**src/rtl/pulser_bank.sv**
```systemverilog
// pulser_bank: per-channel 2-flop synchronizer, debounce FSM and edge pulser.
// Defining PULSER_AUTOREPEAT_EN adds auto-repeat pulses while a channel is held.
module pulser_bank #(
  parameter int N_CH          = 4,
  parameter int DEB_CYCLES    = 16,
  parameter int CNT_W         = 16,
  parameter int EDGE_MODE     = 0,
  parameter int REPEAT_DELAY  = 1000,
  parameter int REPEAT_PERIOD = 200
) (
  input  logic            clk,
  input  logic            rst,
  input  logic [N_CH-1:0] btn_i,
  input  logic [N_CH-1:0] mask_i,
  output logic [N_CH-1:0] pulse_o,
  output logic [N_CH-1:0] level_o,
  output logic            any_pulse_o
);

  // state | meaning: REL stable 0 | PRESS_WAIT qualifying 0->1 | HELD stable 1 | REL_WAIT qualifying 1->0
  typedef enum logic [1:0] {REL, PRESS_WAIT, HELD, REL_WAIT} state_t;

  localparam logic [CNT_W-1:0] DEB_LAST = CNT_W'(DEB_CYCLES - 1);
  localparam logic [CNT_W-1:0] CNT_MAX  = {CNT_W{1'b1}};
  localparam bit               PRESS_EN = (EDGE_MODE != 1);
  localparam bit               REL_EN   = (EDGE_MODE != 0);

  logic [N_CH-1:0]  s1, s2;
  state_t           state_q [N_CH];
  state_t           state_d [N_CH];
  logic [CNT_W-1:0] cnt_q [N_CH];
  logic [CNT_W-1:0] cnt_d [N_CH];
  logic [N_CH-1:0]  level_d, event_d, rep_d, pulse_d;

  always_comb begin
    for (int i = 0; i < N_CH; i++) begin
      state_d[i] = state_q[i];
      cnt_d[i]   = cnt_q[i];
      level_d[i] = level_o[i];
      event_d[i] = 1'b0;
      case (state_q[i])
        REL: if (s2[i]) begin
          // A one-cycle debounce accepts the level on the very first sample.
          if (DEB_LAST == '0) begin
            state_d[i] = HELD;
            level_d[i] = 1'b1;
            event_d[i] = PRESS_EN;
          end else begin
            state_d[i] = PRESS_WAIT;
            cnt_d[i]   = CNT_W'(1);
          end
        end
        PRESS_WAIT: begin
          if (!s2[i]) begin
            state_d[i] = REL;
            cnt_d[i]   = '0;
          end else if (cnt_q[i] >= DEB_LAST) begin
            state_d[i] = HELD;
            cnt_d[i]   = '0;
            level_d[i] = 1'b1;
            event_d[i] = PRESS_EN;
          end else if (cnt_q[i] != CNT_MAX) begin
            cnt_d[i] = cnt_q[i] + 1'b1;
          end
        end
        HELD: if (!s2[i]) begin
          if (DEB_LAST == '0) begin
            state_d[i] = REL;
            level_d[i] = 1'b0;
            event_d[i] = REL_EN;
          end else begin
            state_d[i] = REL_WAIT;
            cnt_d[i]   = CNT_W'(1);
          end
        end
        REL_WAIT: begin
          if (s2[i]) begin
            state_d[i] = HELD;
            cnt_d[i]   = '0;
          end else if (cnt_q[i] >= DEB_LAST) begin
            state_d[i] = REL;
            cnt_d[i]   = '0;
            level_d[i] = 1'b0;
            event_d[i] = REL_EN;
          end else if (cnt_q[i] != CNT_MAX) begin
            cnt_d[i] = cnt_q[i] + 1'b1;
          end
        end
        default: begin
          state_d[i] = REL;
          cnt_d[i]   = '0;
        end
      endcase
    end
  end

`ifdef PULSER_AUTOREPEAT_EN
  localparam logic [CNT_W-1:0] REP_DLY_LD = CNT_W'(REPEAT_DELAY - 1);
  localparam logic [CNT_W-1:0] REP_PER_LD = CNT_W'(REPEAT_PERIOD - 1);

  logic [CNT_W-1:0] rcnt_q [N_CH];
  logic [CNT_W-1:0] rcnt_d [N_CH];

  // Down-counter per channel; any entry into HELD (press or bounce-back) restarts the delay.
  always_comb begin
    for (int i = 0; i < N_CH; i++) begin
      rcnt_d[i] = '0;
      rep_d[i]  = 1'b0;
      if (state_d[i] == HELD) begin
        if (state_q[i] != HELD) begin
          rcnt_d[i] = REP_DLY_LD;
        end else if (rcnt_q[i] == '0) begin
          rcnt_d[i] = REP_PER_LD;
          rep_d[i]  = PRESS_EN;
        end else begin
          rcnt_d[i] = rcnt_q[i] - 1'b1;
        end
      end
    end
  end

  always_ff @(posedge clk) begin
    if (rst) rcnt_q <= '{default: '0};
    else     rcnt_q <= rcnt_d;
  end
`else
  logic unused_repeat_cfg;
  assign unused_repeat_cfg = (REPEAT_DELAY > 0) ^ (REPEAT_PERIOD > 0);
  assign rep_d = '0;
`endif

  assign pulse_d = (event_d | rep_d) & ~mask_i;

  always_ff @(posedge clk) begin
    if (rst) begin
      s1          <= '0;
      s2          <= '0;
      pulse_o     <= '0;
      level_o     <= '0;
      any_pulse_o <= 1'b0;
      for (int i = 0; i < N_CH; i++) begin
        state_q[i] <= REL;
        cnt_q[i]   <= '0;
      end
    end else begin
      s1          <= btn_i;
      s2          <= s1;
      pulse_o     <= pulse_d;
      level_o     <= level_d;
      any_pulse_o <= |pulse_d;
      state_q     <= state_d;
      cnt_q       <= cnt_d;
    end
  end

endmodule

```
**config.mk**
```make
export PLATFORM = sky130hd
export DESIGN_NAME = pulser_bank
export DESIGN_NICKNAME = d
export VERILOG_FILES = /design/src/rtl/pulser_bank.sv
export SDC_FILE = /design/constraint.sdc
export NUM_CORES = 1
export LEC_CHECK = 0
export ABC_AREA = 1
export ABC_CLOCK_PERIOD_IN_PS = 1400
export CORE_ASPECT_RATIO = 0.8
export CORE_UTILIZATION = 25
export CTS_CLUSTER_SIZE = 40
export DETAILED_ROUTE_END_ITERATION = 12
export PLACE_DENSITY = 0.44
export SLEW_MARGIN = 30
export SYNTH_ARGS = -nofsm -noshare
export SYNTH_HDL_FRONTEND = slang
export SYNTH_SLANG_ARGS = --single-unit
```
**constraint.sdc**
```tcl
create_clock -name clk -period 1.4 [get_ports clk]
set_input_delay 0.14 -clock clk [delete_from_list [all_inputs] [get_ports clk]]
set_output_delay 0.14 -clock clk [all_outputs]
set_load 0.005 [all_outputs]
```
# Word level (Yosys, flattened, before mapping)
# Cells that the tools add are included.
dict set report totals {
  ff_bits 89
  latchBits 0
  ram_bits 0
  rom_bits 0
  in_bits 10
  out_inout_bits 9
  word_cells 183
  memories 0
}
dict set report classes {
  addsub 4
  multipliers 0
  n_div 0
  n_lt_le_gt_ge 4
  eq_ne 48
  shift 0
  n_mux 88
  bitwise_logic 2
  reduce_logical 21
}
# op n
set op_table {}
lappend op_table {{16-bit 2-to-1 mux} 24}
lappend op_table {{16-bit one-hot mux with 4 select lines} 4}
lappend op_table {{16-bit by 1-bit adder with 16-bit output, second input constant} 4}
lappend op_table {{16-bit by 4-bit >= comparator with 1-bit output, second input constant} 4}
lappend op_table {{16-bit inequality test, second input constant} 4}
lappend op_table {{2-bit 2-to-1 mux} 24}
lappend op_table {{2-bit inequality test, second input constant} 24}
lappend op_table {{2-bit one-hot mux with 4 select lines} 4}
lappend op_table {{1-bit 2-to-1 mux} 28}
lappend op_table {{3-bit inequality test, second input constant} 8}
lappend op_table {{5-bit AND reduction} 4}
lappend op_table {{2-bit == test, second input constant} 8}
lappend op_table {{4-bit AND reduction} 4}
lappend op_table {{2-bit by 1-bit == test with 1-bit output, second input constant} 4}
lappend op_table {{2-bit logical NOT} 4}
lappend op_table {{1-bit one-hot mux with 2 select lines} 4}
lappend op_table {{2-bit AND reduction} 4}
lappend op_table {{2-bit nonzero test} 4}
lappend op_table {{4-bit bitwise AND} 1}
lappend op_table {{4-bit inverter} 1}
lappend op_table {{4-bit OR reduction} 1}

# Depth between registers and ports, before layout
# Gate-level depths: netlist of the first run.
dict set report logic_depth {
  depth_word 6
  mapped_depth 10
  ltp_nobuf 10
}

# Worst setup path before layout of the first run
# Ideal clock, no wire load.
dict set report synth_path {
  path_kind {register to register}
  from {register cnt_q[48] in the netlist's numbering}
  to {register level_o[0]}
  setup_time_ps 132
  t_arrival_ps 1098
  required_ps 1268
  slack_ps 169
  stages_incl_launch_ff 9
  n_path_buf 0
  synth_period_minus_slack_ps 1231
  path_cell_list {dfxtp_1 ha_1 nand2_1 nor2_2 nor2_1 nand2_2 inv_1 o21ai_0 a21oi_1}
}
dict set report synth_via {
  elab_chain_len 3
  word_cells_on_any_way 4
  cone_classes {order compare: 1; eq/ne: 2; reduce/logical: 1}
}
# element line_no
set synth_rtl {}
lappend synth_rtl {{from (decl)} 31} ;# logic [CNT_W-1:0] cnt_q [N_CH];
lappend synth_rtl {{from (signal assigned)} 152} ;# cnt_q <= cnt_d;
lappend synth_rtl {{16-bit by 4-bit >= comparator with 1-bit output *} {57, 80}}
lappend synth_rtl {{2-bit inequality test (no source line)} n/a}
lappend synth_rtl {{5-bit AND reduction (no source line) *} n/a}
lappend synth_rtl {{to (signal assigned)} 149} ;# level_o <= level_d;
lappend synth_rtl {{to (decl)} 16} ;# output logic [N_CH-1:0] level_o,
# Mark *: on every way between the ends. The rest lies on a longest branch, timed or not.
# A chain may end at the register's enable or synchronous reset.

# Worst setup path in the final report of the first run
dict set report layout_path {
  from {register level_o[1]}
  to {output level_o[1]}
}
# No word-level cell between the ends.

==> impl_results.md, run 1 <==
* Status: completed
* H-tree depth at 3
* Clock sinks at 89
* Dpl ws at 45.4 ps
* MaxCap Viol Count at 0
* Static Leak at 1.72 nW
* Postcts setup bufs at 0
* TritonCTS buffer count at 9
* Commonest non-fill, non-tap cell in the layout: nand2_1
* Die W at 136 µm
* Final setup skew at 3.62 ps
* Crit path launch type: flop
* Post-Synth Simple-Gate Area at 35.9%
* Vias per cell at 4.18
* Crit Path Class: reg2out
* Fin crit period at 1340 ps
* IO Port Bufs at 18
* Initial antenna violation count at 0
* Max stage delay cell, worst path: clkdlybuf4s50_1
* Seq/Total Area, Yosys at 49.3%
* RSZ-0062 raised after global routing: true
* Final worst setup slack at 63.4 ps
* WHS Path Cells at 3
* Fin util at 31.9%
* Nets at 517
* Buffers & Inverters on Critical Path at 1
* Share of cells above drive strength 1 at 15.6%
* Pin count of the biggest net entering global routing at 54
* FF-to-FF setup slack at 80 ps
* Syn Area/Cell at 7.54 µm²
* Pins Over Slew Limit at 0
* Starting Density at 26.1%
* Hold endpoint: s2[0]$_SDFF_PP0_
* # rows at 38
* Worst EP required at 1260 ps
* Antenna viol nets, final at 0
* Max rail drop VDD at 589 µV
* Worst Hold Class: in2reg
* Worst reg2reg endpoint: level_o[0]$_SDFFE_PP0P_
* Overflow after GRT at 0
* N_diodes at 0
* Largest cells by area after synthesis: dfxtp_1, nand2_1, nor2_1
* I/O pin cnt at 19
* Worst-path cell chain: clkdlybuf4s50_1
* Area Growth Syn to Fin at 21.9%
* Share of the synthesized area in the top cell type at 49.3%
* Synth warnings at 0
* RR Startpoint: cnt_q[48]$_SDFFE_PP0P_
* DPL Wire Length at 4.85 mm
* Final cycle utilization of the critical path at 95.5%
* Hold path start: rst
* Largest family of logic cells by synthesized area: simple AND/OR/NAND/NOR gates
* Drc violations at 0
* Post-Synthesis Cells at 480
* Via Count at 2876
* Final setup fails at 0
* Xor and xnor area share after synthesis at 0.969%
* Post-CTS resize count at 0
* Die Ht at 110 µm
* Core ar. at 0.0138 mm²
* Syn nets at 494
* Clock-pin slew on the worst setup and hold paths at 60 ps
* Max transition margin at 65.4%
* F_max at 748 MHz
* Clk buf depth at 2
* Final hold vios at 0
* Post-synthesis compound-gate area fraction at 4.25%
* First-pass GRT wire length at 12.1 mm
* Gr usage total at 10.5%
* Largest delay share family, worst path: buffers and inverters
* Final WL at 7.01 mm
* CP max stage delay at 510 ps
* Clock Latency Late Sink at 340 ps
* Cell type with the largest total area after synthesis: dfxtp_1
* DR WL/cell at 10.2 µm
* Critical Path AT at 1200 ps
* Area share of fa/ha/maj cells after synthesis at 1.38%
* Pre-Repair DR Iteration Count at 4
* Most frequent cells in the layout: nand2_1, dfxtp_1, nor2_1, inv_1, nand3_1
* Root buf cell: clkbuf_16
* Gpl congestion at 0.763
* Pwr per Cell Area at 1250 mW/mm²
* DRT iter0 DRCs at 113
* Post-synthesis cell type count at 32
* Max FO, Critical Path at 2
* Reg2Reg Depth at 8
* Mux cell area share after synthesis at 0%
* Actual slew at the worst max-slew pin at 519 ps
* Die area at 0.0150 mm²
* Vias in the first global route at 2670
* TritonCTS clock tree: built
* Synth Register Bits at 89
* Synthesized cell area at 0.00362 mm²
* Hold Buf Count CTS at 0
* CP Capture Type: output port
[sequential cells by signal, summed over array words and instances (netlist names), named ones only]
name and flops:
cnt_q 64, s2 4, state_q 4, any_pulse_o 1, s1 4, pulse_o 4, level_o 4
[layer usage]
| metal | global-route usage (%) | vias up | share of wire (%) |
|---|---|---|---|
| li1 | - | 1547 | - |
| met1 | 13.0 | 1288 | 51 |
| met2 | 16.9 | 33 | 44 |
| met3 | 3.18 | 8 | 3.1 |
| met4 | 4.29 | 0 | 1.6 |
| met5 | 0 | - | 0 |
[report_power, final]
| group | internal, W | switching, W | total (W) |
|---|---|---|---|
| registers | 0.00257 | 0.0000328 | 0.00260 |
| logic | 0.0000993 | 0.000195 | 0.000295 |
| clock network | 0.00165 | 0.000975 | 0.00263 |
| total | 0.00432 | 0.00120 | 0.00553 |
[logic make-up after synthesis]
group	count (synthesis)
XOR/XNOR	4
AO/OA/AOI/OAI	28
AND/OR/NAND/NOR	281
flip-flops	89
adder cells (fa/ha/maj)	4
buffers and inverters	74
[synth_stat cells]
master and n:
nand2_1 107, dfxtp_1 89, nor2_1 85, inv_1 55
nand3_1 28, nor3_1 21, a21oi_1 15, nand2_2 9
nor3b_1 9, inv_2 8, o21ai_0 8, buf_1 5
nand4_1 5, ha_1 4, nand3_2 4, a21oi_2 3
buf_2 3, nor3b_2 3, buf_6 2, nor2_2 2
nor2_4 2, xnor2_1 2, xor2_1 2, a211oi_1 1
and3_2 1, clkbuf_1 1, nand2_4 1, nand3_4 1
nand3b_1 1, nand4_2 1, nor3_2 1, o21ai_1 1
[through the flow]
step	power [W]	instance area, µm²	hold slack (ps)	instances	TNS [ps]
3_3_place_gp	0.00296	4010	395	672	0
5_1_grt	0.00576	4410	285	688	-7.05
6_report	0.00553	4410	276	688	0
3_5_place_dp	0.00295	4010	393	672	0
2_1_floorplan	0.00286	3620	247	480	0
4_1_cts	0.00562	4340	268	688	0
[worst max path at each step]
stage	slack, ps	cells past startpoint	end	from
3_3_place_gp	40	7	any_pulse_o$_SDFF_PP0_	cnt_q[16]$_SDFFE_PP0P_
4_1_cts	3	1	level_o[2]	level_o[2]$_SDFFE_PP0P_
5_1_grt	-5	8	cnt_q[1]$_SDFFE_PP0P_	cnt_q[1]$_SDFFE_PP0P_
3_5_place_dp	50	10	cnt_q[51]$_SDFFE_PP0P_	cnt_q[48]$_SDFFE_PP0P_
6_report	60	1	level_o[1]	level_o[1]$_SDFFE_PP0P_
2_1_floorplan	170	8	level_o[0]$_SDFFE_PP0P_	cnt_q[48]$_SDFFE_PP0P_
[final cells by class]
class	instances	area, µm²
Clock buffer	11	253
Clock inverter	5	77.6
Fill cell	1475	9430
Inverter	63	236
Multi-Input combinational cell	317	1600
Sequential cell	89	1790
Tap cell	180	225
Timing Repair Buffer	23	228
Note: power is estimated with default switching activity, not from simulation.
==> inputs of run 2 (changes only) <==
--- a/config.mk
+++ b/config.mk
@@ -6,7 +6,7 @@
 export NUM_CORES = 1
 export LEC_CHECK = 0
 export ABC_AREA = 1
-export ABC_CLOCK_PERIOD_IN_PS = 1400
+export ABC_CLOCK_PERIOD_IN_PS = 1700
 export CORE_ASPECT_RATIO = 0.8
 export CORE_UTILIZATION = 25
 export CTS_CLUSTER_SIZE = 40
@@ -16,3 +16,4 @@
 export SYNTH_ARGS = -nofsm -noshare
 export SYNTH_HDL_FRONTEND = slang
 export SYNTH_SLANG_ARGS = --single-unit
+export TNS_END_PERCENT = 50
==> constraint.sdc (replaced) <==
create_clock -name clk -period 1.7 [get_ports clk]
set_input_delay 0.17 -clock clk [delete_from_list [all_inputs] [get_ports clk]]
set_output_delay 0.17 -clock clk [all_outputs]
set_load 0.005 [all_outputs]
==> run 2 against run 1 <==
Utilization is 0.87 points lower. Clock-buffer cell count rose by 2. Combinational power is 20% lower. Critical endpoint is now level_o[2]. Hold slack improved by 58 ps. Critical path type unchanged. Setup slack better by 240 ps.
==> impl_results.md, run 2 (synthesis gave the netlist of run 1 again) <==
* Fin util at 31.0%
* Commonest non-fill, non-tap cell in the layout: nand2_1
* Vias per cell at 4.21
* Post-layout instance area at 0.00429 mm²
* Max stage delay cell, worst path: clkdlybuf4s50_1
* Post-CTS resize count at 0
* Critical Path AT at 1220 ps
* Levels on crit path at 1
* DR WL/cell at 10.4 µm
* Core ar. at 0.0138 mm²
* Via Count at 2886
* DPL Wire Length at 4.84 mm
* H-tree depth at 3
* Actual slew at the worst max-slew pin at 510 ps
* Buffers & Inverters on Critical Path at 1
* First-pass GRT wire length at 12.2 mm
* Final setup fails at 0
* Reg2Reg Depth at 7
* Final worst setup slack at 308 ps
* Pwr per Cell Area at 1040 mW/mm²
* Initial antenna violation count at 0
* Die W at 136 µm
* # rows at 38
* Clk buf depth at 2
* Most frequent cells in the layout: nand2_1, dfxtp_1, nor2_1, inv_1, nand3_1
* Gpl congestion at 0.758
* Fin crit period at 1390 ps
* Largest delay share family, worst path: buffers and inverters
* Worst EP required at 1530 ps
* IO Port Bufs at 18
* Area Growth Syn to Fin at 18.6%
* Max rail drop VDD at 459 µV
* Clock-pin slew on the worst setup and hold paths at 60 ps
* WL met2 at 3.18 mm
* Starting Density at 26.1%
* Die area at 0.0150 mm²
* RSZ-0062 raised after global routing: false
* DRT iter0 DRCs at 124
* Setup TNS at 0 ps
* Static Leak at 1.65 nW
* Final setup skew at 5.06 ps
* Worst-path cell chain: clkdlybuf4s50_1
* Largest register by flop count: cnt_q
* Final cycle utilization of the critical path at 81.9%
* Antenna viol nets, final at 0
* Pin count of the biggest net entering global routing at 75
* Max FO, Critical Path at 2
* Final hold vios at 0
* Dpl ws at 306 ps
* Hold Buf Count CTS at 0
* Routed length on met3 at 223 µm
* Worst Hold Class: in2reg
* Pins Over Slew Limit at 0
* Placed instance area at 0.00399 mm²
* CP max stage delay at 530 ps
* Max reg flops at 64
* TritonCTS clock tree: built
* Overflow after GRT at 0
* Max transition margin at 66.0%
* I/O pin cnt at 19
* WHS Path Cells at 3
* Drc violations at 0
* TritonCTS buffer count at 9
* Die Ht at 110 µm
* MaxCap Viol Count at 0
* Status: completed
* Crit Path Class: reg2out
* Final WL at 7.12 mm
* Gr usage total at 10.7%
* Postcts setup bufs at 0
* CP Capture Type: output port
* M1 WL at 3.61 mm
* Share of cells above drive strength 1 at 10.1%
* Clock sinks at 89
* Nets at 514
* Root buf cell: clkbuf_16
* F_max at 719 MHz
* Finished Layout Cells at 685
* Pre-Repair DR Iteration Count at 4
* Crit path launch type: flop
* Vias in the first global route at 2751
* Max Used Layer: met4
* Clock Latency Late Sink at 340 ps
* Cell count after placement at 669
* N_diodes at 0
## run 2: through the flow
stage          total power, W  hold WS (ps)
6_report              0.00445           334
5_1_grt               0.00464           345
4_1_cts               0.00454           331
3_5_place_dp          0.00243           393
3_3_place_gp          0.00243           390
2_1_floorplan         0.00235           277
## run 2: layer usage
layer  vias to the layer above  global-route usage (%)
li1                       1537                       -
met1                      1319                    12.5
met2                        22                    17.7
met3                         8                    3.96
met4                         0                    4.05
met5                         -                       0
## run 2: cell type report
class | count | area [µm²]
timing repair buffer | 20 | 203
tap | 180 | 225
inverter | 63 | 236
sequential | 89 | 1780
clock inverter | 3 | 65.1
fill | 1479 | 9550
clock buffer | 13 | 240
multi-input combinational | 317 | 1540
## run 2: worst paths after layout
kind / start / to / slack, ps
min: rst / s2[1]$_SDFF_PP0_ / 330
max: level_o[2]$_SDFFE_PP0P_ / level_o[2] / 310
max reg2reg: cnt_q[32]$_SDFFE_PP0P_ / any_pulse_o$_SDFF_PP0_ / 310
min reg2reg: s1[1]$_SDFF_PP0_ / s2[1]$_SDFF_PP0_ / 400
## run 2: where the power goes
part,switching (W),internal (W)
logic,0.000159,0.0000777
registers,0.0000271,0.00212
clock network,0.000782,0.00129
